`src/rtl/tlp_reg_bank.sv`:
```
// tlp_reg_bank: host register bank behind the PCIe TLP transceiver (ID, scratch, mailbox FIFO, GP regs).
// Latency: reads are combinational (0 cycles); writes, pushes and pops become visible one cycle later.
// Backpressure: cpuWrReady_out drops only for mailbox writes while the FIFO is full; optional counter via TLP_REG_BANK_COUNTER_EN.
module tlp_reg_bank #(
  parameter int          REG_ABITS  = 5,
  parameter int          FIFO_ABITS = 4,
  parameter logic [31:0] ID_VALUE   = 32'hCAFE0001
) (
  input  logic                 pcieClk_in,
  input  logic                 pcieRstN_in,
  input  logic [REG_ABITS-1:0] cpuChan_in,
  input  logic [31:0]          cpuWrData_in,
  input  logic                 cpuWrValid_in,
  output logic                 cpuWrReady_out,
  output logic [31:0]          cpuRdData_out,
  output logic                 cpuRdValid_out,
  input  logic                 cpuRdReady_in,
  output logic [31:0]          mbxData_out,
  output logic                 mbxValid_out,
  input  logic                 mbxReady_in
);

  localparam int NUM_G = (1 << REG_ABITS) - 7;
  localparam int DEPTH = 1 << FIFO_ABITS;

  localparam logic [REG_ABITS-1:0]  CH_ID      = REG_ABITS'(2);
  localparam logic [REG_ABITS-1:0]  CH_SCRATCH = REG_ABITS'(3);
  localparam logic [REG_ABITS-1:0]  CH_MBX     = REG_ABITS'(4);
  localparam logic [REG_ABITS-1:0]  CH_STATUS  = REG_ABITS'(5);
  localparam logic [REG_ABITS-1:0]  CH_CNT     = REG_ABITS'(6);
  localparam logic [REG_ABITS-1:0]  CH_G0      = REG_ABITS'(7);
  localparam logic [FIFO_ABITS:0]   DEPTH_CNT  = (FIFO_ABITS+1)'(DEPTH);

  // rstDone stays low for the reset cycles and the first cycle after release,
  // which keeps every host-visible output quiet until state is known-good.
  logic                  rstDone;
  logic [31:0]           scratchReg;
  logic [31:0]           gReg [NUM_G];
  logic [31:0]           mbxMem [DEPTH];
  logic [FIFO_ABITS-1:0] wrPtr;
  logic [FIFO_ABITS-1:0] rdPtr;
  logic [FIFO_ABITS:0]   mbxCount;

  logic                  mbxFull;
  logic                  mbxEmpty;
  logic                  wrXfer;
  logic                  mbxPush;
  logic                  mbxPop;
  logic                  isG;
  logic [REG_ABITS-1:0]  gIdx;
  logic [31:0]           rdMux;

  assign mbxFull  = (mbxCount == DEPTH_CNT);
  assign mbxEmpty = (mbxCount == '0);
  assign isG      = (cpuChan_in >= CH_G0);
  assign gIdx     = cpuChan_in - CH_G0;

  // Full is taken from the registered count, so a same-cycle pop does not reopen ready.
  assign cpuWrReady_out = rstDone && !((cpuChan_in == CH_MBX) && mbxFull);
  assign wrXfer         = cpuWrValid_in && cpuWrReady_out;
  assign mbxPush        = wrXfer && (cpuChan_in == CH_MBX);
  assign mbxValid_out   = rstDone && !mbxEmpty;
  assign mbxPop         = mbxValid_out && mbxReady_in;
  assign mbxData_out    = rstDone ? mbxMem[rdPtr] : '0;
  assign cpuRdValid_out = rstDone;
  assign cpuRdData_out  = rstDone ? rdMux : '0;

  // Track the first full cycle out of reset.
  always_ff @(posedge pcieClk_in) begin
    if (!pcieRstN_in) rstDone <= 1'b0;
    else              rstDone <= 1'b1;
  end

  // Scratch and general-purpose register writes.
  always_ff @(posedge pcieClk_in) begin
    if (!pcieRstN_in) begin
      scratchReg <= '0;
      for (int i = 0; i < NUM_G; i++) gReg[i] <= '0;
    end else if (wrXfer) begin
      if (cpuChan_in == CH_SCRATCH) scratchReg <= cpuWrData_in;
      if (isG) gReg[gIdx] <= cpuWrData_in;
    end
  end

  // Mailbox storage; contents need no reset because the pointers gate visibility.
  always_ff @(posedge pcieClk_in) begin
    if (pcieRstN_in && mbxPush) mbxMem[wrPtr] <= cpuWrData_in;
  end

  // Mailbox pointers and occupancy; simultaneous push and pop leave the count unchanged.
  always_ff @(posedge pcieClk_in) begin
    if (!pcieRstN_in) begin
      wrPtr    <= '0;
      rdPtr    <= '0;
      mbxCount <= '0;
    end else begin
      if (mbxPush) wrPtr <= wrPtr + 1'b1;
      if (mbxPop)  rdPtr <= rdPtr + 1'b1;
      case ({mbxPush, mbxPop})
        2'b10:   mbxCount <= mbxCount + 1'b1;
        2'b01:   mbxCount <= mbxCount - 1'b1;
        default: mbxCount <= mbxCount;
      endcase
    end
  end

`ifdef TLP_REG_BANK_COUNTER_EN
  logic [31:0] cntReg;

  // Free-running cycle counter; a host write reloads it and counting resumes next cycle.
  always_ff @(posedge pcieClk_in) begin
    if (!pcieRstN_in)                             cntReg <= '0;
    else if (wrXfer && (cpuChan_in == CH_CNT))    cntReg <= cpuWrData_in;
    else                                          cntReg <= cntReg + 32'd1;
  end
`endif

  // Zero-latency read mux over registered state; channels 0/1 belong to the transceiver and read 0.
  always_comb begin
    rdMux = '0;
    case (cpuChan_in)
      CH_ID:      rdMux = ID_VALUE;
      CH_SCRATCH: rdMux = scratchReg;
      CH_MBX:     rdMux = 32'(mbxCount);
      CH_STATUS:  rdMux = {mbxFull, mbxEmpty, 30'(mbxCount)} & 32'hFFFFFFFF;
`ifdef TLP_REG_BANK_COUNTER_EN
      CH_CNT:     rdMux = cntReg;
`endif
      default: begin
        if (isG) rdMux = gReg[gIdx];
      end
    endcase
  end

  // Reads have no side effects; the read handshake is only watched for sanity.
  always @(posedge pcieClk_in) begin
    assert (!$isunknown(cpuRdReady_in));
  end

endmodule
```
`config.mk`:
```
export PLATFORM = sky130hd
export DESIGN_NAME = tlp_reg_bank
export DESIGN_NICKNAME = d
export VERILOG_FILES = /design/src/rtl/tlp_reg_bank.sv
export SDC_FILE = /design/constraint.sdc
export NUM_CORES = 2
export LEC_CHECK = 0
export CAP_MARGIN = 20
export CORE_MARGIN = 3
export CORE_UTILIZATION = 55
export CTS_BUF_LIST = sky130_fd_sc_hd__clkbuf_16
export CTS_CLUSTER_SIZE = 25
export DETAILED_ROUTE_END_ITERATION = 8
export PLACE_DENSITY = 0.72
export SLEW_MARGIN = 20
export SYNTH_ARGS = -nofsm -noshare
export SYNTH_HDL_FRONTEND = slang
export SYNTH_SLANG_ARGS = --single-unit
```
`constraint.sdc`:
```
create_clock -name pcieClk_in -period 7.9 [get_ports pcieClk_in]
set_input_delay 1.975 -clock pcieClk_in [delete_from_list [all_inputs] [get_ports pcieClk_in]]
set_output_delay 1.975 -clock pcieClk_in [all_outputs]
set_load 0.02 [all_outputs]
```
**Word level (Yosys, flattened, before mapping)**

Memories as Yosys holds them, arrays and structs flattened. A register that Yosys moved wholly into a read port is not among the register bits.
Index checks and enable logic that the tools add are counted.

- Add/sub/neg operators: 5
- Multiply operators: 0
- Divide/modulo/power cells: 0
- Order comparisons: 1
- Equal/unequal tests: 7
- Shifts and indexed selects: 0
- Muxes and demuxes: 18
- Bitwise operators: 0
- Reduce and logical (&&, ||, !) cells: 13

Operators with widths:

| kind | count |
|---|---|
| $mux W32 | 4 |
| $pmux W32 S4 | 1 |
| $reduce_or A32 Y1 | 1 |
| $eq A5 B2 Y1 const B | 2 |
| $eq A5 B3 Y1 const B | 2 |
| $pmux W5 S2 | 1 |
| $mux W1 | 9 |
| $add A4 B1 Y4 const B | 2 |
| $mux W4 | 2 |
| $logic_and A1 B1 Y1 | 7 |
| $add A5 B1 Y5 const B | 1 |
| $eq A5 B5 Y1 const B | 1 |
| $ge A5 B3 Y1 const B | 1 |
| $logic_not A5 Y1 | 1 |
| $mux W5 | 1 |
| $sub A5 B1 Y5 const B | 1 |
| $sub A5 B3 Y5 const B | 1 |
| $eq A2 B1 Y1 const B | 1 |
| $eq A2 B2 Y1 const B | 1 |
| $logic_not A1 Y1 | 2 |
| $reduce_and A2 Y1 | 1 |
| $reduce_bool A2 Y1 | 1 |

- Flip-flop bits (word level): 46
- Latch bits: 0
- Bits in writable memories: 1,312
- ROM bits: 0
- Bits of input ports: 42
- Output and inout bits: 67
- Logic and storage cells: 51
- Memories: 2

Memory list:

| name | depth | width | read ports | clocked after Yosys merged registers in | wr ports | RTL line | text |
|---|---|---|---|---|---|---|---|
| gReg | 25 | 32 | 1 | 0 | 25 | 38 | `logic [31:0] gReg [NUM_G];` |
| mbxMem | 16 | 32 | 1 | 1 | 1 | 39 | `logic [31:0] mbxMem [DEPTH];` |

**Depth between registers and ports, before layout**

- Depth in word-level cells: 10
- Depth in mapped cells: 19
- Gate-level depth less buffers: 14

**Worst setup path after synthesis**

OpenSTA, ideal clock, no wires.

- Path type: input-to-output
- Start: in cpuChan_in[0]
- End: out cpuRdData_out[0]
- Data arrival time: 4.762 ns
- Data required time: 5.925 ns
- Setup slack: 1.163 ns
- Stages on the path: 12
- Path buffers: 7
- Cells stage by stage: buf_4 -> buf_4 -> buf_4 -> buf_4 -> inv_1 -> ha_1 -> buf_2 -> buf_2 -> buf_1 -> mux4_2 -> a221oi_1 -> a31oi_1

- Longest elaborated chain between the ends: 5
- Elaborated cells on any way between the ends: 10
- Those cells by class: add/sub: 1; order compare: 1; eq/ne: 4; mux: 3; memory: 1

RTL lines:

| element | RTL line | text |
|---|---|---|
| start, declared | 11 | `input logic [REG_ABITS-1:0] cpuChan_in,` |
| $sub A5 B3 Y5 | 56 | `assign gIdx = cpuChan_in - CH_G0;` |
| $mem_v2 Z25 W32 | n/a |  |
| $mux W32 | 130 | `if (isG) rdMux = gReg[gIdx];` |
| $pmux W32 S4 * | 121 | `case (cpuChan_in)` |
| $mux W32 * | 66 | `assign cpuRdData_out = rstDone ? rdMux : '0;` |
| end, declared | 15 | `output logic [31:0] cpuRdData_out,` |

Mark *: on every way between the ends. The rest lies on a longest branch, timed or not.

**Final worst setup path**

- Start: in cpuChan_in[1]
- End: out cpuRdData_out[1]

The elaborated chain is that of the path after synthesis.

==> flow_summary_export.csv <==
group,metric,value,unit
run_status,status,"completed",
sta,slew_violations,0,
cts,hold_buffers,0,
floorplanning,core.rowCount,126,
logic_synthesis,synth_top_area_share,70.34,%
cts,h-tree-depth,4,
route,vias_per_cell,6.501,
layout,nets,4015,
worst_setup_path,end_kind,"primary output",
worst_setup_path,cp.required,5930,ps
place,port_buffers,107,
sta,clock_skew,28.73,ps
min_path,min_from,"scratchReg[7]",
worst_setup_path,crit_start,"cpuChan_in[1]",
logic_synthesis,synth_ff_type,"edfxtp_1",
cts,path_clk_slew,50,ps
cts,clk_path_buf_depth,3,
route,drt_wl_total,173.0,mm
route,drt_iter0_markers,5742,
logic_synthesis,async_flop_share,0,%
pwr,p_leak,0.02442,uW
floorplanning,core_area,0.1182,mm^2
worst_setup_path,rr_startpoint,"cpuRdValid_out",
floorplanning,fp.dieArea,0.1234,mm^2
worst_setup_path,critPathTopFamily,"buffers and inverters",
cts,cts.sinks,1586,
layout,multi_input_area,0.01754,mm^2
worst_setup_path,cp_num_buf_inv,5,
route,drtPass1Iterations,8,
place,dp.cells,5330,
sta,fin_crit,7824,ps
worst_setup_path,startpoint_type,"input pin",
cts,cts_resized,0,
layout,fin_util,62.99,%
min_path,hold_path.class,"flip-flop to flip-flop",
logic_synthesis,avgSynthCellArea,17.22,um^2
layout,seqCellArea,0.04714,mm^2
layout,layout.cells.non_filler,5619,
pwr,p_per_area,241.3,mW/mm^2
logic_synthesis,synth.area.top_cells,"edfxtp_1 (70%), mux4_2 (14%), nor2_1 (3.8%), and2_1 (2.0%), nand2_1 (1.5%)",
cts,cts_setup_buffers,0,
logic_synthesis,synth-seq-area-share,71.87,%
global_routing,grt_max_degree,93,
floorplanning,pin_count,109,
worst_setup_path,crit_chain,"clkdlybuf4s50_1 > ha_1 > inv_1 > nand3_2 > o22ai_4 > buf_4 > buf_4 > a22oi_1 > nand4_1 > a22o_1 > clkdlybuf4s50_1",
logic_synthesis,syn_nets,3864,
sta,slew_headroom,21.29,%
global_routing,grt_overflow,0,
worst_setup_path,reg2reg_to,"gReg[4][30]",
route,ant_nets,0,
logic_synthesis,ys_ff_latch,1586,
logic_synthesis,yosysWarningCount,0,
worst_setup_path,ff2ff_path_depth,7,
min_path,min_to,"scratchReg[7]",
logic_synthesis,synth_cells,3808,
global_routing,grt_pass1_vias,36850,
place,routabilityCongestion,0.8876,
min_path,hold_depth,2,
cts,cts_tree,"built",
route,num_vias,36530,
worst_setup_path,r2r_slack,3830,ps
route,wire_per_inst,30.79,um
layout,area_growth,13.58,%
place,dp_hpwl,103.7,mm
floorplanning,die_w,351.3,um
worst_setup_path,critPathMaxStageDelay,680,ps
floorplanning,fp.dieH,351.3,um
sta,finalCritPeriodShare,99.03,%
global_routing,antenna_found_initial,7,
cts,cts_buffers,159,
layout,num-fill-cells,8159,
floorplanning,start_util,55.46,%
sta,finalSetupViolCount,0,
pwr,vdd_drop_max,0.2045,mV
cts,cts_root_buffer,"clkbuf_16",
logic_synthesis,syn_area,0.06557,mm^2
sta,fin_setup_tns,0,ps
logic_synthesis,synth_area_leader_cell,"edfxtp_1",
sta,tightest_slew,1181,ps
flow_run,drv_cap,0,
logic_synthesis,synth-edff-count,1536,
worst_setup_path,arrival,5850,ps
worst_setup_path,crit_path_top_delay_cell,"clkdlybuf4s50_1",
pwr,power,17970,uW
global_routing,grt_pass1_wl,252.5,mm
logic_synthesis,synthMostInstantiatedCell,"edfxtp_1",
sta,max_freq,0.1278,GHz
worst_setup_path,crit_fanout,9,
worst_setup_path,crit_type,"input pin to primary output",
route,post-route-drc-count,0,
logic_synthesis,synth_cell_types,63,
sta,hold_viol_final,0,
cts,clk-insertion-delay-late,760,ps
layout,drive_above_1_share,22.08,%
global_routing,grt.total_usage,28.60,%
logic_synthesis,ys_top_cells_by_count,"edfxtp_1 (1,536), nor2_1 (666), mux4_2 (416)",
-- power breakdown --
part           switching, uW  internal [uW]
clock network           3120           4420
registers               32.0           9320
logic                    711            365
-- state kept, by name, summed over array words and instances (netlist names), named ones only --
register,cells
scratchReg,32
wrPtr,4
mbxMem,512
gReg,1024
rdPtr,4
mbxCount,5
cpuRdValid_out,1
-- metrics by stage --
| step | instance area (um^2) | hold WS [ps] | setup WS (ps) |
|---|---|---|---|
| 6_report | 74480 | 468.5 | 76.24 |
| 5_1_grt | 74470 | 479.6 | -11.25 |
| 4_1_cts | 74420 | 465.3 | 205.1 |
| 3_5_place_dp | 69230 | 458.1 | 225.9 |
| 3_3_place_gp | 69160 | 446.1 | 223.3 |
| 2_1_floorplan | 65570 | 435.3 | 1163 |
-- cell usage in the layout, fill, tap and decap left out, types with 5 or more instances in the layout --
cell             synthesis  layout
edfxtp_1              1536    1536
a21boi_0                28      28
nand2b_2                 0       5
o2111ai_1               16      16
buf_12                   0      17
clkinvlp_4               0       7
nor2_1                 666     650
a221oi_1                 6       6
nand4_1                  7       7
bufinv_16                0      20
nor2_4                   0      16
buf_4                   43     163
a22oi_1                 54      54
o21ai_4                  0      21
a222oi_1                16      16
mux2i_1                 27      27
clkdlybuf4s50_1          0      98
and3_1                  15      12
a21boi_1                 5       5
nand3_1                  9       9
mux4_2                 416     416
nor2b_1                 10      10
nand2_1                269     269
a22o_1                  24      24
ha_1                    14      13
clkinv_2                 0      18
clkinv_1                 0      31
clkbuf_16                0     165
and2_1                 206     203
dfxtp_1                 50      45
a31oi_1                 16      16
xnor2_1                  9       9
inv_1                    9      43
a21oi_1                 15      15
nor3_2                   1       5
o21ai_0                 26       6
-- area by class of cell --
cell class	count	share of cell area, %
Inverter	9	0.04536
Timing Repair Buffer	283	3.555
Clock buffer	165	5.544
Tap cell	1536	2.580
Sequential cell	1586	63.29
Multi-Input combinational cell	1920	23.55
Clock inverter	117	1.428
Antenna cell	3	0.01008
-- per-layer routing --
| metal | track usage, % | part of all wire (%) | up-vias | wire length, um |
|---|---|---|---|---|
| li1 | - | - | 15010 | - |
| met1 | 40.70 | 38 | 18850 | 65410 |
| met4 | 11.21 | 4.0 | 4 | 6989 |
| met5 | 0 | 0.013 | - | 23 |
| met2 | 44.03 | 47 | 2253 | 81550 |
| met3 | 6.051 | 11 | 405 | 19020 |
-- worst max path at each step --
stage / endpoint / slack (ps) / cells after the start
finish: cpuRdData_out[1] / 80 / 11
global route: cpuRdData_out[1] / -10 / 11
CTS: cpuRdData_out[12] / 210 / 10
detailed placement: cpuRdData_out[12] / 230 / 10
global placement: cpuRdData_out[1] / 220 / 11
floorplan: cpuRdData_out[0] / 1160 / 12
-- cell families (layout without fill, tap and decap cells) --
| logic type | Yosys count | count (layout) | synth area share, % |
|---|---|---|---|
| flip-flops | 1586 | 1586 | 71.87 |
| AND/OR/NAND/NOR | 1217 | 1217 | 8.109 |
| multiplexers | 445 | 445 | 14.75 |
| buffers and inverters | 302 | 574 | 2.187 |
| AO/OA/AOI/OAI | 231 | 231 | 2.645 |
| adder cells (fa/ha/maj) | 14 | 14 | 0.2671 |
| XOR/XNOR | 13 | 13 | 0.1736 |
| other | 0 | 3 | 0 |
-- worst register-to-register path, stage by stage (launching register included) --
cell and delay [ps]:
dfxtp_2 310, buf_4 630, nand2_1 310, a41oi_1 330, and3_4 330, nand2_1 380
o21ai_4 880, buf_4 530
No activity file was read; power rests on OpenSTA's default activity.
